[config.mk]
export PLATFORM = sky130hd
export DESIGN_NAME = tick_rate_ctrl
export DESIGN_NICKNAME = d
export VERILOG_FILES = /design/src/rtl/tick_rate_ctrl.sv
export SDC_FILE = /design/constraint.sdc
export NUM_CORES = 1
export LEC_CHECK = 0
export ABC_CLOCK_PERIOD_IN_PS = 12500
export CORE_ASPECT_RATIO = 1.5
export CORE_MARGIN = 10
export CORE_UTILIZATION = 45
export CTS_BUF_LIST = sky130_fd_sc_hd__clkbuf_8 sky130_fd_sc_hd__clkbuf_16
export CTS_CLUSTER_DIAMETER = 40
export DETAILED_ROUTE_END_ITERATION = 6
export HOLD_SLACK_MARGIN = 0.06
export PLACE_DENSITY_LB_ADDON = 0.2
export SYNTH_ARGS = -nofsm -noshare
export SYNTH_HDL_FRONTEND = slang
export SYNTH_SLANG_ARGS = --single-unit
[constraint.sdc]
create_clock -name clk -period 12.5 [get_ports clk]
set_input_delay 1.875 -clock clk [delete_from_list [all_inputs] [get_ports clk]]
set_output_delay 1.875 -clock clk [all_outputs]
set_load 0.02 [all_outputs]
[src/rtl/tick_rate_ctrl.sv]
// tick_rate_ctrl
//   Programmable tick scheduler. It produces a single-cycle enable strobe
//   (tick) and a toggling slow clock (clk_out) from clk. It runs in one of two
//   modes: free-running, or a counted burst of step_cnt ticks. The divisor can
//   be changed at runtime through a div_wr / div_ack handshake. A new divisor
//   only takes effect on a period boundary, so no period is ever truncated.
//
//   Optional feature: define TICK_MIDPHASE_EN to add the tick_mid output. It
//   is a strobe at mid-period, for use as a 90-degree-offset sampling enable.
//
// Ports
//   clk       in   system clock
//   rst       in   asynchronous active-high reset
//   run       in   level, request free-running ticks
//   step_go   in   pulse, start a burst of step_cnt ticks
//   step_cnt  in   burst length, sampled when step_go is accepted
//   div_wr    in   pulse, request a divisor change
//   div_val   in   new divisor, sampled with div_wr
//   div_ack   out  one-cycle pulse, first cycle the new divisor is active
//   tick      out  registered one-cycle enable strobe
//   clk_out   out  toggles on every tick
//   tick_mid  out  mid-period strobe (only with TICK_MIDPHASE_EN)
//   busy      out  high while a burst is in progress
//   done      out  one-cycle pulse at burst completion
//
// state | meaning
// ------+--------------------------------------------------------------
// IDLE  | count held at 0, no ticks, clk_out holds
// RUN   | free-running, count wraps every eff cycles
// BURST | counting as RUN, remaining ticks tracked, returns to IDLE at end

module tick_rate_ctrl #(
    parameter int unsigned DEFAULT_DIV = 250_000,
    parameter int unsigned CNT_W       = 32,
    parameter int unsigned BURST_W     = 8
) (
    input  logic               clk,
    input  logic               rst,
    input  logic               run,
    input  logic               step_go,
    input  logic [BURST_W-1:0] step_cnt,
    input  logic               div_wr,
    input  logic [CNT_W-1:0]   div_val,
    output logic               div_ack,
    output logic               tick,
    output logic               clk_out,
    output logic               busy,
`ifdef TICK_MIDPHASE_EN
    output logic               tick_mid,
`endif
    output logic               done
);

    typedef enum logic [1:0] {
        IDLE  = 2'd0,
        RUN   = 2'd1,
        BURST = 2'd2
    } state_t;

    state_t             state;
    logic [CNT_W-1:0]   count;
    logic [CNT_W-1:0]   cur_div;
    logic [CNT_W-1:0]   pend_val;
    logic               pend_vld;
    logic [BURST_W-1:0] remaining;

    logic [CNT_W-1:0]   eff;
    logic               wrap;
    logic               apply_edge;
    logic               do_apply;
    logic [CNT_W-1:0]   new_div;

    // Divisors 0 and 1 both mean "a tick every cycle".
    assign eff  = (cur_div == '0) ? CNT_W'(1) : cur_div;
    assign wrap = (state != IDLE) && (count == eff - CNT_W'(1));

    // In IDLE there is no period to protect, so a pending divisor goes in on
    // the next edge. While counting, it waits for the wrap. A div_wr that
    // lands on the apply edge bypasses the pending register and wins.
    assign apply_edge = (state == IDLE) ? pend_vld : wrap;
    assign do_apply   = apply_edge && (pend_vld || div_wr);
    assign new_div    = div_wr ? div_val : pend_val;

    always_ff @(posedge clk or posedge rst) begin
        if (rst) begin
            state     <= IDLE;
            count     <= '0;
            remaining <= '0;
            tick      <= 1'b0;
            clk_out   <= 1'b0;
            busy      <= 1'b0;
            done      <= 1'b0;
        end else begin
            tick <= 1'b0;
            done <= 1'b0;
            case (state)
                IDLE: begin
                    count <= '0;
                    if (run) begin
                        state <= RUN;
                    end else if (step_go) begin
                        if (step_cnt != '0) begin
                            state     <= BURST;
                            remaining <= step_cnt;
                            busy      <= 1'b1;
                        end else begin
                            done <= 1'b1;
                        end
                    end
                end

                RUN: begin
                    if (wrap) begin
                        count   <= '0;
                        tick    <= 1'b1;
                        clk_out <= ~clk_out;
                    end else begin
                        count <= count + CNT_W'(1);
                    end
                    // A wrap on the leaving edge still delivers its tick above.
                    if (!run) begin
                        state <= IDLE;
                        count <= '0;
                    end
                end

                BURST: begin
                    if (wrap) begin
                        count     <= '0;
                        tick      <= 1'b1;
                        clk_out   <= ~clk_out;
                        remaining <= remaining - BURST_W'(1);
                        if (remaining == BURST_W'(1)) begin
                            state <= IDLE;
                            busy  <= 1'b0;
                            done  <= 1'b1;
                        end
                    end else begin
                        count <= count + CNT_W'(1);
                    end
                end

                default: begin
                    state <= IDLE;
                    count <= '0;
                    busy  <= 1'b0;
                end
            endcase
        end
    end

    always_ff @(posedge clk or posedge rst) begin
        if (rst) begin
            cur_div  <= CNT_W'(DEFAULT_DIV);
            pend_val <= '0;
            pend_vld <= 1'b0;
            div_ack  <= 1'b0;
        end else begin
            div_ack <= 1'b0;
            if (do_apply) begin
                cur_div  <= new_div;
                pend_vld <= 1'b0;
                div_ack  <= 1'b1;
            end else if (div_wr) begin
                pend_val <= div_val;
                pend_vld <= 1'b1;
            end
        end
    end

`ifdef TICK_MIDPHASE_EN
    logic [CNT_W-1:0] mid_cnt;

    // For eff below 2 there is no distinct mid point, so tick_mid stays low.
    assign mid_cnt = (eff >> 1) - CNT_W'(1);

    always_ff @(posedge clk or posedge rst) begin
        if (rst) begin
            tick_mid <= 1'b0;
        end else begin
            tick_mid <= (state != IDLE) && (eff > CNT_W'(1)) && (count == mid_cnt);
        end
    end
`endif

endmodule

==> results of run 1 <==
## cells by family (layout without fill, tap and decap cells)
kind of cell / count (synthesis) / count (layout) / share of synthesized area
buffers and inverters: 44 / 80 / 0.04283
adder cells (fa/ha/maj): 7 / 7 / 0.01219
AO/OA/AOI/OAI: 67 / 67 / 0.06774
AND/OR/NAND/NOR: 243 / 243 / 0.2210
XOR/XNOR: 72 / 72 / 0.08985
flip-flops: 112 / 112 / 0.3913
multiplexers: 104 / 104 / 0.1752
## critical path, stage by stage, from the launching register on
cell and delay, ns:
dfrtp_1 0.47, nor3_1 0.57, and3_1 0.51, a31oi_1 0.21, ha_1 0.29, nor3b_1 0.16
xnor2_1 0.13, or4_1 0.50, a211oi_1 0.26, nand4_1 0.20, nor4_4 0.28, and2_1 0.39
o21a_2 0.89, mux2_1 0.38
## layout make-up
type | count | area (um2) | share of cell area
sequential | 112 | 2811 | 0.3498
clock buffer | 9 | 225.2 | 0.02802
timing repair buffer | 51 | 500.5 | 0.06227
tap | 203 | 254.0 | 0.03160
clock inverter | 7 | 125.1 | 0.01557
inverter | 13 | 51.30 | 0.006382
multi-input combinational | 493 | 4070 | 0.5064
## how the worst max path moves through the flow
stage / from / endpoint / slack (ns) / cells past startpoint
2_1_floorplan: rst / busy$_DFFE_PP0P_ / 7.68 / 1
3_3_place_gp: cur_div[9]$_DFFE_PP0P_ / cur_div[28]$_DFFE_PP0P_ / 7.14 / 13
3_5_place_dp: cur_div[9]$_DFFE_PP0P_ / cur_div[30]$_DFFE_PP0P_ / 7.03 / 13
4_1_cts: cur_div[9]$_DFFE_PP0P_ / cur_div[30]$_DFFE_PP0P_ / 7.01 / 13
5_1_grt: cur_div[9]$_DFFE_PP0P_ / cur_div[30]$_DFFE_PP0P_ / 6.65 / 13
6_report: cur_div[2]$_DFFE_PP0P_ / cur_div[29]$_DFFE_PP0P_ / 7.09 / 13
## sequential cells by signal (all words and copies together), names as in the netlist
name,count
busy,1
clk_out,1
count,32
cur_div,32
div_ack,1
done,1
pend_val,32
pend_vld,1
remaining,8
state,2
tick,1
## power groups by stage
stage	sequential (mW)	combinational [mW]	clock [mW]
after floorplan	0.587	0.621	0
after global placement	0.650	0.656	0
after detailed placement	0.655	0.670	0
after CTS	0.649	0.675	0.348
after global routing	0.672	0.734	0.361
final	0.650	0.666	0.339
## routing by layer
metal / vias up / wire, um / track usage
met5: - / 0 / 0
met3: 42 / 615 / 0.03291
met1: 2499 / 6661 / 0.1815
met4: 0 / 569 / 0.07303
met2: 119 / 8904 / 0.2809
li1: 2387 / - / -
## per-stage QoR
stage | setup slack, ns | std cells
finish | 7.088 | 888
global route | 6.651 | 888
CTS | 7.009 | 888
detailed placement | 7.027 | 872
global placement | 7.143 | 872
floorplan | 7.678 | 649
## cell usage in the layout (no fill, tap or decap), types with 5 or more instances in the layout
| cell | n |
|---|---|
| dfrtp_1 | 105 |
| clkdlybuf4s50_1 | 48 |
| xor2_1 | 41 |
| nor2_1 | 39 |
| nand2_1 | 33 |
| mux2_2 | 33 |
| mux2_1 | 33 |
| xnor2_1 | 30 |
| nor2_4 | 28 |
| mux2_4 | 27 |
| nand3_1 | 24 |
| and3_1 | 15 |
| a21oi_1 | 13 |
| nor3_1 | 12 |
| nor4_1 | 12 |
| mux2i_1 | 11 |
| inv_1 | 11 |
| nand4_1 | 10 |
| clkbuf_16 | 9 |
| or3_1 | 7 |
| o22ai_1 | 7 |
| o21ai_0 | 7 |
| nand2b_1 | 7 |
| ha_1 | 7 |
| dfstp_2 | 7 |
| nor2b_1 | 6 |
| a31oi_1 | 6 |
| nor3b_1 | 5 |
| and2_1 | 5 |
| and4_1 | 5 |
| or4_1 | 5 |
==> flow_metrics.env, run 1 <==
export IMPL_drt_initial_drc_count=292
export IMPL_netlist_area_leader_share=0.3657
export IMPL_core_area_um2=15700
export IMPL_reg2reg_from="cur_div[2]$_DFFE_PP0P_"
export IMPL_dp_hpwl_mm=12.65
export IMPL_clkLatencyLatePin_ns=0.37
export IMPL_power_frac_seq=0.393
export IMPL_yosysMostFrequentCell="dfrtp_1"
export IMPL_rr_worst_depth=13
export IMPL_synth_seq_cells=112
export IMPL_post_cts_setup_buffers=0
export IMPL_wl_mm=16.75
export IMPL_ir_worst_vdd_mv=0.1051
export IMPL_min_path_cells=1
export IMPL_clock_tree_buffer_depth=2
export IMPL_worst_pin_slew_ns=1.087
export IMPL_antenna_cells=0
export IMPL_synth_async_sr_flop_share=1.000
export IMPL_min_to="clk_out$_DFFE_PP0P_"
export IMPL_nets=732
export IMPL_cts_buffers=9
export IMPL_start_kind="flip-flop"
export IMPL_timing_slew_headroom=0.2756
export IMPL_clockRootBuffer="clkbuf_16"
export IMPL_arrival_ns=5.66
export IMPL_final_core_util=0.5121
export IMPL_die_area_um2=21530
export IMPL_synth_edf_count=0
export IMPL_die_h_um=174.8
export IMPL_wl_per_cell_um=18.86
export IMPL_synth_nets=701
export IMPL_p_per_area_nw_per_um2=205.9
export IMPL_finalSetupTns_ns=0
export IMPL_worst_ep_required_time_ns=12.75
export IMPL_maxCapViolCount=0
export IMPL_die_w_um=123.2
export IMPL_leakagePower_nw=3.139
export IMPL_worst_clock_skew_ns=0.01040
export IMPL_place_gp_congestion=0.9688
export IMPL_fillers=1460
export IMPL_power_frac_clock=0.205
export IMPL_finalCritPeriodShare=0.4329
export IMPL_setup_viol=0
export IMPL_hold_viol=0
export IMPL_period_needed_ns=5.412
export IMPL_overflow=0
export IMPL_finalPower_mw=1.655
export IMPL_finalInstanceArea_um2=8038
export IMPL_grt_max_degree=72
export IMPL_hold_path_class="reg2reg"
export IMPL_ios=50
export IMPL_place_area_um2=7687
export IMPL_num_vias=5047
export IMPL_grt_pass1_vias=5302
export IMPL_synth_warnings=0
export IMPL_synth_seq_area_share=0.3913
export IMPL_holdWs_ns=0.4820
export IMPL_crit_path_end_kind="flip-flop"
export IMPL_dr_pass1_iters=5
export IMPL_synth_cells=649
export IMPL_ctsHoldBuffers=0
export IMPL_r2r_slack_ns=7.09
export IMPL_avgViaCountPerCell=5.684
export IMPL_rsz0062_at_grt="false"
export IMPL_worstReg2RegEnd="cur_div[29]$_DFFE_PP0P_"
export IMPL_status="complete, no violations"
export IMPL_clock_fmax_mhz=184.8
export IMPL_grt_pass1_wl_mm=27.63
export IMPL_switching_share=0.3723
export IMPL_synth_ff_type="dfrtp_1"
export IMPL_synth_area_leaders="dfrtp_1 (37%), mux2_4 (5.6%), mux2_1 (5.2%), mux2_2 (5.2%), xor2_1 (5.0%)"
export IMPL_synthTopCellsByCount="dfrtp_1 (105), xor2_1 (41), nor2_1 (39)"
export IMPL_synth_distinct_cells=79
export IMPL_cts_tree="yes"
export IMPL_worstPathMaxFanout=33
export IMPL_grt_usage=0.1610
export IMPL_avgSynthCellArea_um2=11.07
export IMPL_clk_pin_slew_ns=0.08
export IMPL_io_buffers=49
export IMPL_ant_nets=0
export IMPL_drc=0
export IMPL_synth_area_um2=7186
export IMPL_cts_sinks=112
export IMPL_internal_power_mw=1.039
export IMPL_p_comb_frac=0.403
export IMPL_layout_drive_gt1_share=0.2058
export IMPL_antenna_found_initial=0
export IMPL_cts_max_level=3
export IMPL_synth_top_area_cell="dfrtp_1"
export IMPL_critPathKind="reg2reg"
export IMPL_final_max_slew_viol_count=0
export IMPL_areaGrowthSynthToFinish_pct=11.86
export IMPL_row_count=56
export IMPL_worstHoldStart="clk_out$_DFFE_PP0P_"
export IMPL_p_switching_mw=0.6161
export IMPL_ctsResizeCount=0
export IMPL_initial_core_util=0.4578
Power figures use the tool's default switching activity.
==> inputs of run 2 (changes only) <==
Settings changed: ABC_CLOCK_PERIOD_IN_PS 12500 to 4500.
Clock period 12.5 ns to 4.5 ns, I/O delays scaled along.
==> flow_metrics.env, run 2 (synthesis gave the netlist of run 1 again) <==
export IMPL_slowest_delay_ns=0.58
export IMPL_worst_pin_slew_ns=0.9333
export IMPL_arrival_ns=4.56
export IMPL_switching_share=0.3752
export IMPL_worstReg2RegEnd="cur_div[22]$_DFFE_PP0P_"
export IMPL_busiest_layer="met2"
export IMPL_clock_tree_buffer_depth=2
export IMPL_p_per_area_nw_per_um2=578.0
export IMPL_grtUsageMet3=0.02711
export IMPL_worst_ep_required_time_ns=4.74
export IMPL_finalSetupTns_ns=0
export IMPL_maxCapViolCount=0
export IMPL_start_kind="flip-flop"
export IMPL_min_path_cells=1
export IMPL_final_max_slew_viol_count=0
export IMPL_ir_worst_vdd_mv=0.3003
export IMPL_cts_tree="yes"
export IMPL_clk_pin_slew_ns=0.08
export IMPL_grt_max_degree=76
export IMPL_nets=771
export IMPL_wl_mm=17.91
export IMPL_hold_viol=0
export IMPL_power_frac_clock=0.171
export IMPL_final_common_cell="dfrtp_1"
export IMPL_ctsHoldBuffers=0
export IMPL_die_w_um=123.2
export IMPL_grt_use_met2=0.3019
export IMPL_path_cells="or4_4 > nor4_4 > a31oi_4 > ha_4 > nor3b_1 > xnor2_1 > or4_4 > a211oi_2 > nand4_1 > nor4_2 > buf_4 > a31o_1 > o21a_4 > buf_4 > clkbuf_16 > mux2_4"
export IMPL_overflow=0
export IMPL_hold_path_class="reg2reg"
export IMPL_drc=0
export IMPL_cp_top_family="simple AND/OR/NAND/NOR gates"
export IMPL_p_comb_frac=0.478
export IMPL_clkLatencyLatePin_ns=0.36
export IMPL_layout_drive_gt1_share=0.2638
export IMPL_grtUsageMet1=0.1910
export IMPL_clockRootBuffer="clkbuf_16"
export IMPL_setup_viol=0
export IMPL_reg2reg_from="cur_div[27]$_DFFE_PP0P_"
export IMPL_dp_hpwl_mm=13.73
export IMPL_power_frac_seq=0.352
export IMPL_internal_power_mw=3.058
export IMPL_cts_sinks=112
export IMPL_cts_buffers=9
export IMPL_critPathKind="reg2reg"
export IMPL_wl_per_cell_um=19.32
export IMPL_slowest_stage="or4_4"
export IMPL_min_to="clk_out$_DFFE_PP0P_"
export IMPL_antenna_cells=0
export IMPL_holdWs_ns=0.4686
export IMPL_crit_path_end_kind="flip-flop"
export IMPL_initial_core_util=0.4578
export IMPL_row_count=56
export IMPL_place_area_um2=7988
export IMPL_clock_fmax_mhz=231.6
export IMPL_grt_usage=0.1676
export IMPL_num_vias=5213
export IMPL_antenna_found_initial=0
export IMPL_finalCritPeriodShare=0.9593
export IMPL_finalInstanceArea_um2=8469
export IMPL_p_switching_mw=1.837
export IMPL_die_h_um=174.8
export IMPL_rr_worst_depth=16
export IMPL_timing_slew_headroom=0.3778
export IMPL_worstPathMaxFanout=7
export IMPL_ios=50
export IMPL_layout_common_cells="dfrtp_1 (102), clkdlybuf4s50_1 (48), xor2_1 (41)"
export IMPL_worstHoldStart="clk_out$_DFFE_PP0P_"
export IMPL_ant_nets=0
export IMPL_period_needed_ns=4.317
export IMPL_place_gp_congestion=0.8945
export IMPL_cts_max_level=3
export IMPL_top_regs="count x32, cur_div x32, pend_val x32"
export IMPL_grt_pass1_vias=5401
export IMPL_areaGrowthSynthToFinish_pct=17.87
export IMPL_leakagePower_nw=3.358
export IMPL_grt_pass1_wl_mm=28.48
export IMPL_path_buf_inv=3
export IMPL_drt_initial_drc_count=324
export IMPL_die_area_um2=21530
export IMPL_avgViaCountPerCell=5.624
export IMPL_worst_clock_skew_ns=0.01088
export IMPL_io_buffers=49
export IMPL_r2r_slack_ns=0.18
export IMPL_status="complete, no violations"
export IMPL_dr_pass1_iters=5
export IMPL_core_area_um2=15700
-- run 2: layout make-up --
class	count	area, um2
clock buffer	10	239.0
timing repair buffer	90	898.4
sequential	112	2815
inverter	13	51.30
multi-input combinational	493	4144
clock inverter	6	67.56
tap	203	254.0
fill	1444	7226
-- run 2: worst max-delay path by stage --
stage,start,end,slack [ns],cells after the start
after floorplan,cur_div[9]$_DFFE_PP0P_,cur_div[10]$_DFFE_PP0P_,0.30,17
after global placement,cur_div[24]$_DFFE_PP0P_,cur_div[30]$_DFFE_PP0P_,0.03,15
after detailed placement,cur_div[24]$_DFFE_PP0P_,cur_div[28]$_DFFE_PP0P_,0.02,15
after CTS,cur_div[24]$_DFFE_PP0P_,cur_div[28]$_DFFE_PP0P_,0.04,15
after global routing,cur_div[27]$_DFFE_PP0P_,cur_div[22]$_DFFE_PP0P_,-0.01,16
final,cur_div[27]$_DFFE_PP0P_,cur_div[22]$_DFFE_PP0P_,0.18,16
-- run 2: power groups by stage --
stage | clock network [mW] | logic (mW) | registers, mW
floorplan | 0 | 1.72 | 1.63
finish | 0.836 | 2.34 | 1.72
global placement | 0 | 2.16 | 1.71
global route | 0.901 | 2.53 | 1.77
CTS | 0.857 | 2.22 | 1.72
detailed placement | 0 | 2.20 | 1.73
-- run 2: per-layer routing --
| metal | up-vias | wire, um |
|---|---|---|
| li1 | 2475 | - |
| met1 | 2610 | 7215 |
| met2 | 101 | 9743 |
| met3 | 27 | 603 |
| met4 | 0 | 346 |
| met5 | - | 0 |
-- run 2: metrics by stage --
| step | total power [mW] | instances | worst slack [ns] | util |
|---|---|---|---|---|
| floorplan | 3.354 | 649 | 0.3026 | - |
| CTS | 4.791 | 918 | 0.04408 | 0.5290 |
| detailed placement | 3.929 | 902 | 0.01989 | 0.5089 |
| finish | 4.895 | 927 | 0.1830 | 0.5396 |
| global route | 5.198 | 927 | -0.01335 | 0.5396 |
| global placement | 3.876 | 902 | 0.02796 | 0.5089 |
-- run 2: what timing repair did --
action / 4_1_cts / 5_1_grt
setup buffers: 0 / 8
cloned: 0 / 1
setup endpoints to repair: 12 / 97
pin swaps: 0 / 3
gates resized for setup: 1 / 16
==> inputs of run 3 (changes only) <==
Settings changed: SETUP_SLACK_MARGIN set to 0.5.
==> flow_metrics.env, run 3 (synthesis gave the netlist of run 1 again) <==
export IMPL_final_common_cell="dfrtp_1"
export IMPL_arrival_ns=4.37
export IMPL_clock_fmax_mhz=243.1
export IMPL_dr_pass1_iters=5
export IMPL_clock_tree_buffer_depth=2
export IMPL_layout_common_cells="dfrtp_1 (103), mux2_4 (60), buf_4 (54)"
export IMPL_hold_viol=0
export IMPL_drc=0
export IMPL_layout_drive_gt1_share=0.3570
export IMPL_drt_initial_drc_count=338
export IMPL_ant_nets=0
export IMPL_wl_per_cell_um=20.23
export IMPL_dp_hpwl_mm=13.94
export IMPL_cts_max_level=3
export IMPL_wl_mm=19.46
export IMPL_rsz0062_at_grt="true"
export IMPL_io_buffers=49
export IMPL_top_regs="count x32, cur_div x32, pend_val x32"
export IMPL_antenna_cells=0
export IMPL_grt_usage=0.1801
export IMPL_cts_tree="yes"
export IMPL_nets=806
export IMPL_areaGrowthSynthToFinish_pct=26.61
export IMPL_hold_path_class="reg2reg"
export IMPL_finalCritPeriodShare=0.9143
export IMPL_antenna_found_initial=0
export IMPL_worstPathMaxFanout=7
export IMPL_worst_pin_slew_ns=0.9213
export IMPL_avgViaCountPerCell=5.670
export IMPL_die_area_um2=21530
export IMPL_finalSetupTns_ns=0
export IMPL_cts_sinks=112
export IMPL_setup_viol=0
export IMPL_status="complete, no violations"
export IMPL_grt_pass1_wl_mm=30.39
export IMPL_grt_pass1_vias=5717
export IMPL_die_h_um=174.8
export IMPL_die_w_um=123.2
export IMPL_final_core_util=0.5796
export IMPL_critPathKind="reg2reg"
export IMPL_clk_pin_slew_ns=0.09
export IMPL_grt_max_degree=72
export IMPL_clockRootBuffer="clkbuf_16"
export IMPL_crit_path_end_kind="flip-flop"
export IMPL_worst_ep_required_time_ns=4.76
export IMPL_ir_worst_vdd_mv=0.3227
export IMPL_core_area_um2=15700
export IMPL_ios=50
export IMPL_start_kind="flip-flop"
export IMPL_worst_clock_skew_ns=0.01619
export IMPL_row_count=56
export IMPL_maxCapViolCount=0
export IMPL_final_max_slew_viol_count=0
export IMPL_timing_slew_headroom=0.3858
export IMPL_cts_buffers=9
export IMPL_num_vias=5455
export IMPL_p_per_area_nw_per_um2=598.2
export IMPL_initial_core_util=0.4578
export IMPL_period_needed_ns=4.114
export IMPL_place_gp_congestion=0.9187
export IMPL_leakagePower_nw=3.769
export IMPL_overflow=0
export IMPL_clkLatencyLatePin_ns=0.37
## run 3: where the power goes
part           internal [mW]  total (mW)  switching, mW
clock network          0.401       0.835          0.434
logic                   1.59        2.94           1.35
registers               1.38        1.67          0.284
total                   3.38        5.44           2.06
## run 3: worst paths after layout
check / from / depth (start not counted) / slack, ns / to
hold / removal: clk_out$_DFFE_PP0P_ / 1 / 0.48 / clk_out$_DFFE_PP0P_
hold reg to reg: clk_out$_DFFE_PP0P_ / 1 / 0.48 / clk_out$_DFFE_PP0P_
setup / recovery: cur_div[27]$_DFFE_PP0P_ / 15 / 0.39 / pend_val[30]$_DFFE_PP0N_
min in group asynchronous: rst / 2 / 0.85 / remaining[3]$_DFFE_PP0P_
max in group asynchronous: rst / 3 / 2.77 / count[19]$_DFF_PP0_
setup reg to reg: cur_div[27]$_DFFE_PP0P_ / 15 / 0.39 / pend_val[30]$_DFFE_PP0N_
## run 3: cell type report
cell class                      count  area, um2
Sequential cell                   112       2814
Clock buffer                        9      225.2
Tap cell                          203      254.0
Inverter                           13      51.30
Timing Repair Buffer              125       1314
Clock inverter                      7      82.58
Multi-Input combinational cell    493       4357
Fill cell                        1302       6598
## run 3: timing repair
item | 4_1_cts | 5_1_grt
hold buffers | 0 | 0
cloned | 3 | 5
setup buffers | 18 | 13
gates resized for setup | 20 | 28
endpoints found under the setup margin | 99 | 104
pin swaps | 2 | 10
hold endpoints to repair | 0 | 0
## run 3: worst max-delay path, stage by stage (launching register included)
cell,delay [ns]
dfrtp_1,0.39
or4_4,0.57
nor4_4,0.27
a31oi_4,0.16
ha_4,0.20
nor3b_1,0.14
xnor2_1,0.11
or4_1,0.51
a211oi_2,0.21
buf_4,0.15
nand4_1,0.11
nor4_4,0.19
and2_4,0.21
nand3b_4,0.26
buf_12,0.17
mux2_2,0.34
## run 3: layer usage
metal | vias up | GRT usage | share of wire
li1 | 2546 | - | -
met2 | 126 | 0.3295 | 0.55
met1 | 2745 | 0.1947 | 0.38
met4 | 0 | 0.07352 | 0.032
met3 | 38 | 0.03388 | 0.038
met5 | - | 0 | 0
## run 3: stage by stage
step | instances | setup slack, ns | cell area [um2] | power, mW | hold WS, ns
after floorplan | 649 | 0.3947 | 7335 | 3.510 | 0.4753
after global placement | 907 | 0.2568 | 8132 | 4.065 | 0.4581
after detailed placement | 907 | 0.1634 | 8132 | 4.106 | 0.4602
after CTS | 944 | 0.4668 | 8742 | 5.214 | 0.4756
after global routing | 962 | 0.2121 | 9097 | 5.741 | 0.4954
final | 962 | 0.3856 | 9097 | 5.442 | 0.4762
